## src/rtl/control_unit.sv

```systemverilog
// control_unit: main decoder of the single-cycle RV32I core.
// The 7-bit opcode is decoded combinationally and the result is registered,
// so there is exactly one cycle of latency from opcode to the control outputs.
// Ports:
//   clk        core clock; outputs update on the rising edge
//   rst_n      asynchronous active-low reset; clears every output
//   en         1 = load the new decode, 0 = hold the current outputs
//   opcode     instruction bits [6:0]
//   reg_write  register-file write enable
//   mem_write  data-memory write enable
//   mem_read   data-memory read enable
//   mem_to_reg writeback select (1 = memory data, 0 = ALU result)
//   alu_src    ALU operand B select (1 = immediate, 0 = rs2)
//   branch     conditional-branch instruction
//   jump       JAL instruction
//   alu_op     ALU class (00 add, 01 subtract/compare, 10 funct-decoded)
//   imm_src    immediate format (00 I, 01 S, 10 B, 11 J)
//   illegal_op opcode not in the decode table
module control_unit (
  input  logic       clk,
  input  logic       rst_n,
  input  logic       en,
  input  logic [6:0] opcode,
  output logic       reg_write,
  output logic       mem_write,
  output logic       mem_read,
  output logic       mem_to_reg,
  output logic       alu_src,
  output logic       branch,
  output logic       jump,
  output logic [1:0] alu_op,
  output logic [1:0] imm_src,
  output logic       illegal_op
);

  localparam logic [6:0] OP_R      = 7'b0110011;
  localparam logic [6:0] OP_I_ALU  = 7'b0010011;
  localparam logic [6:0] OP_LOAD   = 7'b0000011;
  localparam logic [6:0] OP_STORE  = 7'b0100011;
  localparam logic [6:0] OP_BRANCH = 7'b1100011;
  localparam logic [6:0] OP_JAL    = 7'b1101111;

  localparam logic [1:0] ALU_ADD   = 2'b00;
  localparam logic [1:0] ALU_SUB   = 2'b01;
  localparam logic [1:0] ALU_FUNCT = 2'b10;

  localparam logic [1:0] IMM_I = 2'b00;
  localparam logic [1:0] IMM_S = 2'b01;
  localparam logic [1:0] IMM_B = 2'b10;
  localparam logic [1:0] IMM_J = 2'b11;

  logic       reg_write_c;
  logic       mem_write_c;
  logic       mem_read_c;
  logic       mem_to_reg_c;
  logic       alu_src_c;
  logic       branch_c;
  logic       jump_c;
  logic [1:0] alu_op_c;
  logic [1:0] imm_src_c;
  logic       illegal_op_c;

  // Opcode decode; unknown (including X/Z) opcodes fall to default and
  // become a NOP with only the illegal flag raised.
  always_comb begin
    reg_write_c  = 1'b0;
    mem_write_c  = 1'b0;
    mem_read_c   = 1'b0;
    mem_to_reg_c = 1'b0;
    alu_src_c    = 1'b0;
    branch_c     = 1'b0;
    jump_c       = 1'b0;
    alu_op_c     = ALU_ADD;
    imm_src_c    = IMM_I;
    illegal_op_c = 1'b0;
    case (opcode)
      OP_R: begin
        reg_write_c = 1'b1;
        alu_op_c    = ALU_FUNCT;
      end
      OP_I_ALU: begin
        reg_write_c = 1'b1;
        alu_src_c   = 1'b1;
        alu_op_c    = ALU_FUNCT;
      end
      OP_LOAD: begin
        reg_write_c  = 1'b1;
        mem_read_c   = 1'b1;
        mem_to_reg_c = 1'b1;
        alu_src_c    = 1'b1;
      end
      OP_STORE: begin
        mem_write_c = 1'b1;
        alu_src_c   = 1'b1;
        imm_src_c   = IMM_S;
      end
      OP_BRANCH: begin
        branch_c  = 1'b1;
        alu_op_c  = ALU_SUB;
        imm_src_c = IMM_B;
      end
      OP_JAL: begin
        reg_write_c = 1'b1;
        jump_c      = 1'b1;
        imm_src_c   = IMM_J;
      end
      default: begin
        illegal_op_c = 1'b1;
      end
    endcase
  end

  // Output register: async clear, load on en, otherwise hold.
  always_ff @(posedge clk or negedge rst_n) begin
    if (!rst_n) begin
      reg_write  <= 1'b0;
      mem_write  <= 1'b0;
      mem_read   <= 1'b0;
      mem_to_reg <= 1'b0;
      alu_src    <= 1'b0;
      branch     <= 1'b0;
      jump       <= 1'b0;
      alu_op     <= 2'b00;
      imm_src    <= 2'b00;
      illegal_op <= 1'b0;
    end else if (en) begin
      reg_write  <= reg_write_c;
      mem_write  <= mem_write_c;
      mem_read   <= mem_read_c;
      mem_to_reg <= mem_to_reg_c;
      alu_src    <= alu_src_c;
      branch     <= branch_c;
      jump       <= jump_c;
      alu_op     <= alu_op_c;
      imm_src    <= imm_src_c;
      illegal_op <= illegal_op_c;
    end
  end

endmodule

```

## config.mk

```make
export PLATFORM = sky130hd
export DESIGN_NAME = control_unit
export DESIGN_NICKNAME = d
export VERILOG_FILES = /design/src/rtl/control_unit.sv
export SDC_FILE = /design/constraint.sdc
export NUM_CORES = 1
export LEC_CHECK = 0
export CORE_UTILIZATION = 29
export CTS_CLUSTER_SIZE = 14
export DETAILED_ROUTE_END_ITERATION = 10
export HOLD_SLACK_MARGIN = 0.15
export PLACE_DENSITY_LB_ADDON = 0.12
export SYNTH_ARGS = -nofsm -noshare
export SYNTH_HDL_FRONTEND = slang
export SYNTH_SLANG_ARGS = --single-unit
```

## constraint.sdc

```tcl
create_clock -name clk -period 0.8 [get_ports clk]
set_clock_uncertainty 0.1 [all_clocks]
set_input_delay 0.08 -clock clk [delete_from_list [all_inputs] [get_ports clk]]
set_output_delay 0.08 -clock clk [all_outputs]
set_load 0.02 [all_outputs]
```

==> flow_results.xml <==
<?xml version="1.0" encoding="UTF-8"?>
<metrics>
  <group name="setup_path">
    <metric name="worst_path_cell_chain" unit="">buf_6</metric>
    <metric name="critPathSlowestCell" unit="">dfrtp_2</metric>
    <metric name="timing.critical_path.to_type" unit="">output port</metric>
    <metric name="worstPathArrival" unit="ns">0.83</metric>
    <metric name="cp.required" unit="ns">0.62</metric>
    <metric name="slack_of_the_worst_reg_to_reg_path" unit="ns">-0.18</metric>
    <metric name="critical_path.n_buffers_inverters" unit="">1</metric>
    <metric name="timing.critical_path.from_type" unit="">flop</metric>
    <metric name="crit_path_max_fanout" unit="">3</metric>
    <metric name="worst_path_largest_cell_delay" unit="ns">0.43</metric>
    <metric name="kind_of_critical_path" unit="">flop to output port</metric>
    <metric name="critPathTopFamily" unit="">flip-flops</metric>
  </group>
  <group name="pwr">
    <metric name="worst_vdd_rail_ir_drop" unit="mV">0.800</metric>
    <metric name="power_density" unit="mW/mm²">1120</metric>
    <metric name="leakage" unit="µW">0.000474</metric>
  </group>
  <group name="flow_run">
    <metric name="cap_violations" unit="">0</metric>
  </group>
  <group name="detailed_routing">
    <metric name="drtIter0Drc" unit="">6</metric>
    <metric name="drc" unit="">4</metric>
    <metric name="routed-via-count" unit="">524</metric>
    <metric name="vias_per_cell" unit="">4.90</metric>
    <metric name="drt_pre_antenna_iters" unit="">7</metric>
    <metric name="residual_antenna_violating_net_count_after_detailed_routing" unit="">0</metric>
    <metric name="drt_wl_total" unit="µm">1380</metric>
    <metric name="routedWlPerCell" unit="µm">12.9</metric>
  </group>
  <group name="finish">
    <metric name="stdcell_area" unit="µm²">995</metric>
    <metric name="finish.utilization" unit="%">63.8</metric>
    <metric name="antenna_cells_inserted" unit="">0</metric>
    <metric name="layout.cells.non_filler" unit="">107</metric>
    <metric name="area_growth_syn_to_layout" unit="%">101</metric>
    <metric name="drive_above_1_share" unit="%">63.7</metric>
    <metric name="nNetsFinal" unit="">102</metric>
    <metric name="register_bank_with_the_most_flops" unit="">imm_src</metric>
    <metric name="largest_register_ffs" unit="">2</metric>
  </group>
  <group name="placed_design">
    <metric name="detailed_place.area" unit="µm²">830</metric>
    <metric name="place_congestion" unit="">0.675</metric>
    <metric name="place_hpwl" unit="µm">960</metric>
    <metric name="port_buffers" unit="">21</metric>
    <metric name="placed_cells_incl_taps" unit="">98</metric>
  </group>
  <group name="grt">
    <metric name="grt_busiest_layer" unit="">met2</metric>
    <metric name="grt_first_pass_wirelength" unit="µm">2240</metric>
    <metric name="grt_start_max_net_pins" unit="">11</metric>
    <metric name="globalRouteTotalUtil" unit="%">16.0</metric>
    <metric name="use_met3" unit="%">4.17</metric>
    <metric name="grt_antenna_before_repair" unit="">0</metric>
    <metric name="via_count_of_the_first_global_routing_pass" unit="">533</metric>
    <metric name="grt.met1_usage" unit="%">18.8</metric>
    <metric name="grt.overflow.total" unit="">0</metric>
    <metric name="grt_util_met2" unit="%">29.1</metric>
  </group>
  <group name="synth">
    <metric name="synth_area_per_cell" unit="µm²">10.1</metric>
    <metric name="post_synthesis_instance_total" unit="">49</metric>
    <metric name="yosys_warnings" unit="">0</metric>
    <metric name="netlist_area" unit="µm²">495</metric>
    <metric name="post_synth_num_cell_types" unit="">24</metric>
    <metric name="netlist_top_cells_area" unit="">dfrtp_1, o2bb2ai_1, nand2_1</metric>
    <metric name="synth_seq_area_share" unit="%">50.5</metric>
    <metric name="yosys_register_bits" unit="">10</metric>
    <metric name="syn_nets" unit="">59</metric>
    <metric name="synthDominantCellAreaShare" unit="%">50.5</metric>
    <metric name="post-synth-top-area-cell" unit="">dfrtp_1</metric>
  </group>
  <group name="hold_path">
    <metric name="worstHoldPathType" unit="">primary input to asynchronous set/reset pin</metric>
  </group>
  <group name="timing">
    <metric name="max_clock_freq" unit="MHz">994</metric>
    <metric name="final_min_period_over_clock_period" unit="%">126</metric>
    <metric name="hold_slack" unit="ns">0.0167</metric>
    <metric name="rsz0062_at_grt" unit="">yes</metric>
    <metric name="timing_max_transition_violations_final" unit="">0</metric>
    <metric name="setup_tns_final" unit="ns">-2.86</metric>
    <metric name="hold_fails_final_rpt" unit="">0</metric>
    <metric name="layout_setup_ws" unit="ns">-0.206</metric>
    <metric name="final.min_clock_period" unit="ns">1.01</metric>
    <metric name="relative_slew_margins" unit="%">85.2</metric>
    <metric name="setup_viol" unit="">20</metric>
    <metric name="max_slew.worst_pin.slew" unit="ns">0.220</metric>
  </group>
  <group name="clock_network">
    <metric name="clock_tree.htree_level_count" unit="">1</metric>
    <metric name="worst_skew_pair.late_latency" unit="ns">0.26</metric>
    <metric name="tritoncts.num_buffers" unit="">3</metric>
    <metric name="cts_tree" unit="">yes</metric>
    <metric name="cts.clk_slew.worst_paths" unit="ns">0.07</metric>
    <metric name="clk_root_buffer_cell" unit="">clkbuf_4</metric>
    <metric name="clock_path_buffers" unit="">2</metric>
    <metric name="clock-sinks" unit="">10</metric>
  </group>
  <group name="floorplanning">
    <metric name="die_area" unit="mm²">0.00188</metric>
    <metric name="die-width" unit="µm">43.3</metric>
    <metric name="core-area" unit="mm²">0.00156</metric>
    <metric name="die-height" unit="µm">43.3</metric>
    <metric name="floorplan.initialDensity" unit="%">31.8</metric>
    <metric name="pin_count" unit="">22</metric>
    <metric name="row_count" unit="">14</metric>
  </group>
  <group name="status">
    <metric name="status" unit="">finished, violations left</metric>
    <metric name="failed_checks" unit="">DRC, setup timing</metric>
  </group>
</metrics>
## repair_timing
| action | CTS | global route |
|---|---|---|
| endpoints found under the hold margin | 17 | 16 |
| resized for setup | 108 | 13 |
| buffers inserted | 5 | 3 |
| setup endpoints to repair | 22 | 21 |
| pin swaps | 7 | 7 |
| cloned | 0 | 0 |
## area by class of cell
cell class              count  area [µm²]
flip-flops and latches     10         254
well taps                  16        20.0
clock buffers               4        26.3
repair buffers             41         375
fillers                   143         564
inverters                   2        8.76
multi-input cells          34         310
## cell usage in the layout, fill, tap and decap left out, types with 2 or more instances in the layout
cell type	n
buf_6	18
buf_4	14
dfrtp_1	7
nand2_1	5
dfrtp_2	3
clkbuf_4	3
buf_2	3
nand3_1	2
nor2b_4	2
and2_1	2
o2bb2ai_2	2
nand3_2	2
dlygate4sd2_1	2
clkdlybuf4s15_1	2
## Yosys cell counts
master and number:
dfrtp_1 10, nand2_1 7, nand3_1 4, o2bb2ai_1 4, and2_1 2, buf_4 2
nor2b_1 2, o21ai_0 2, a21oi_1 1, a31o_1 1, a32o_1 1, a41o_1 1
and4b_1 1, clkbuf_1 1, clkinv_1 1, inv_1 1, mux2i_1 1, nand2b_1 1
nand4_1 1, nor2_1 1, nor3_2 1, o31ai_1 1, o41ai_1 1, or3_1 1
## worst register-to-register path, stage by stage, from the launching register on
cell and delay [ns]:
dfrtp_2 0.43, buf_4 0.14, buf_6 0.10, o2bb2ai_2 0.10
## routing by layer
layer  vias to the layer above  part of all wire (%)
li1                        263                     -
met3                         0                   3.1
met1                       248                    43
met2                        13                    54
met4                         0                     0
met5                         -                     0
## stage by stage
step	worst slack [ns]	power [µW]
finish	-0.206	1110
floorplan	-0.195	593
global route	-0.237	1170
global placement	-0.692	741
detailed placement	-0.719	741
CTS	-0.211	1110
## path summary, 6_finish.rpt
path                                           from                endpoint  cells past startpoint
worst max-delay path             branch$_DFFE_PN0P_                  branch                      1
worst min-delay path                          rst_n  imm_src[1]$_DFFE_PN0P_                      2
worst max register to register   branch$_DFFE_PN0P_      branch$_DFFE_PN0P_                      3
worst min register to register  alu_src$_DFFE_PN0P_     alu_src$_DFFE_PN0P_                      2
max in group asynchronous                     rst_n  mem_to_reg$_DFFE_PN0P_                      2
min in group clk                          opcode[4]  mem_to_reg$_DFFE_PN0P_                      3
## power breakdown
group          switching, µW  internal (µW)  leakage, µW
Sequential              7.30            515     0.000131
Combinational            114            117     0.000328
Clock                    166            192    0.0000150
## logic make-up after synthesis
family / Yosys count / synth area share (%)
AND/OR/NAND/NOR: 21 / 23.0
AO/OA/AOI/OAI: 12 / 19.2
flip-flops: 10 / 50.5
buffers and inverters: 5 / 5.30
multiplexers: 1 / 2.02
No activity file was read; power rests on OpenSTA's default activity.
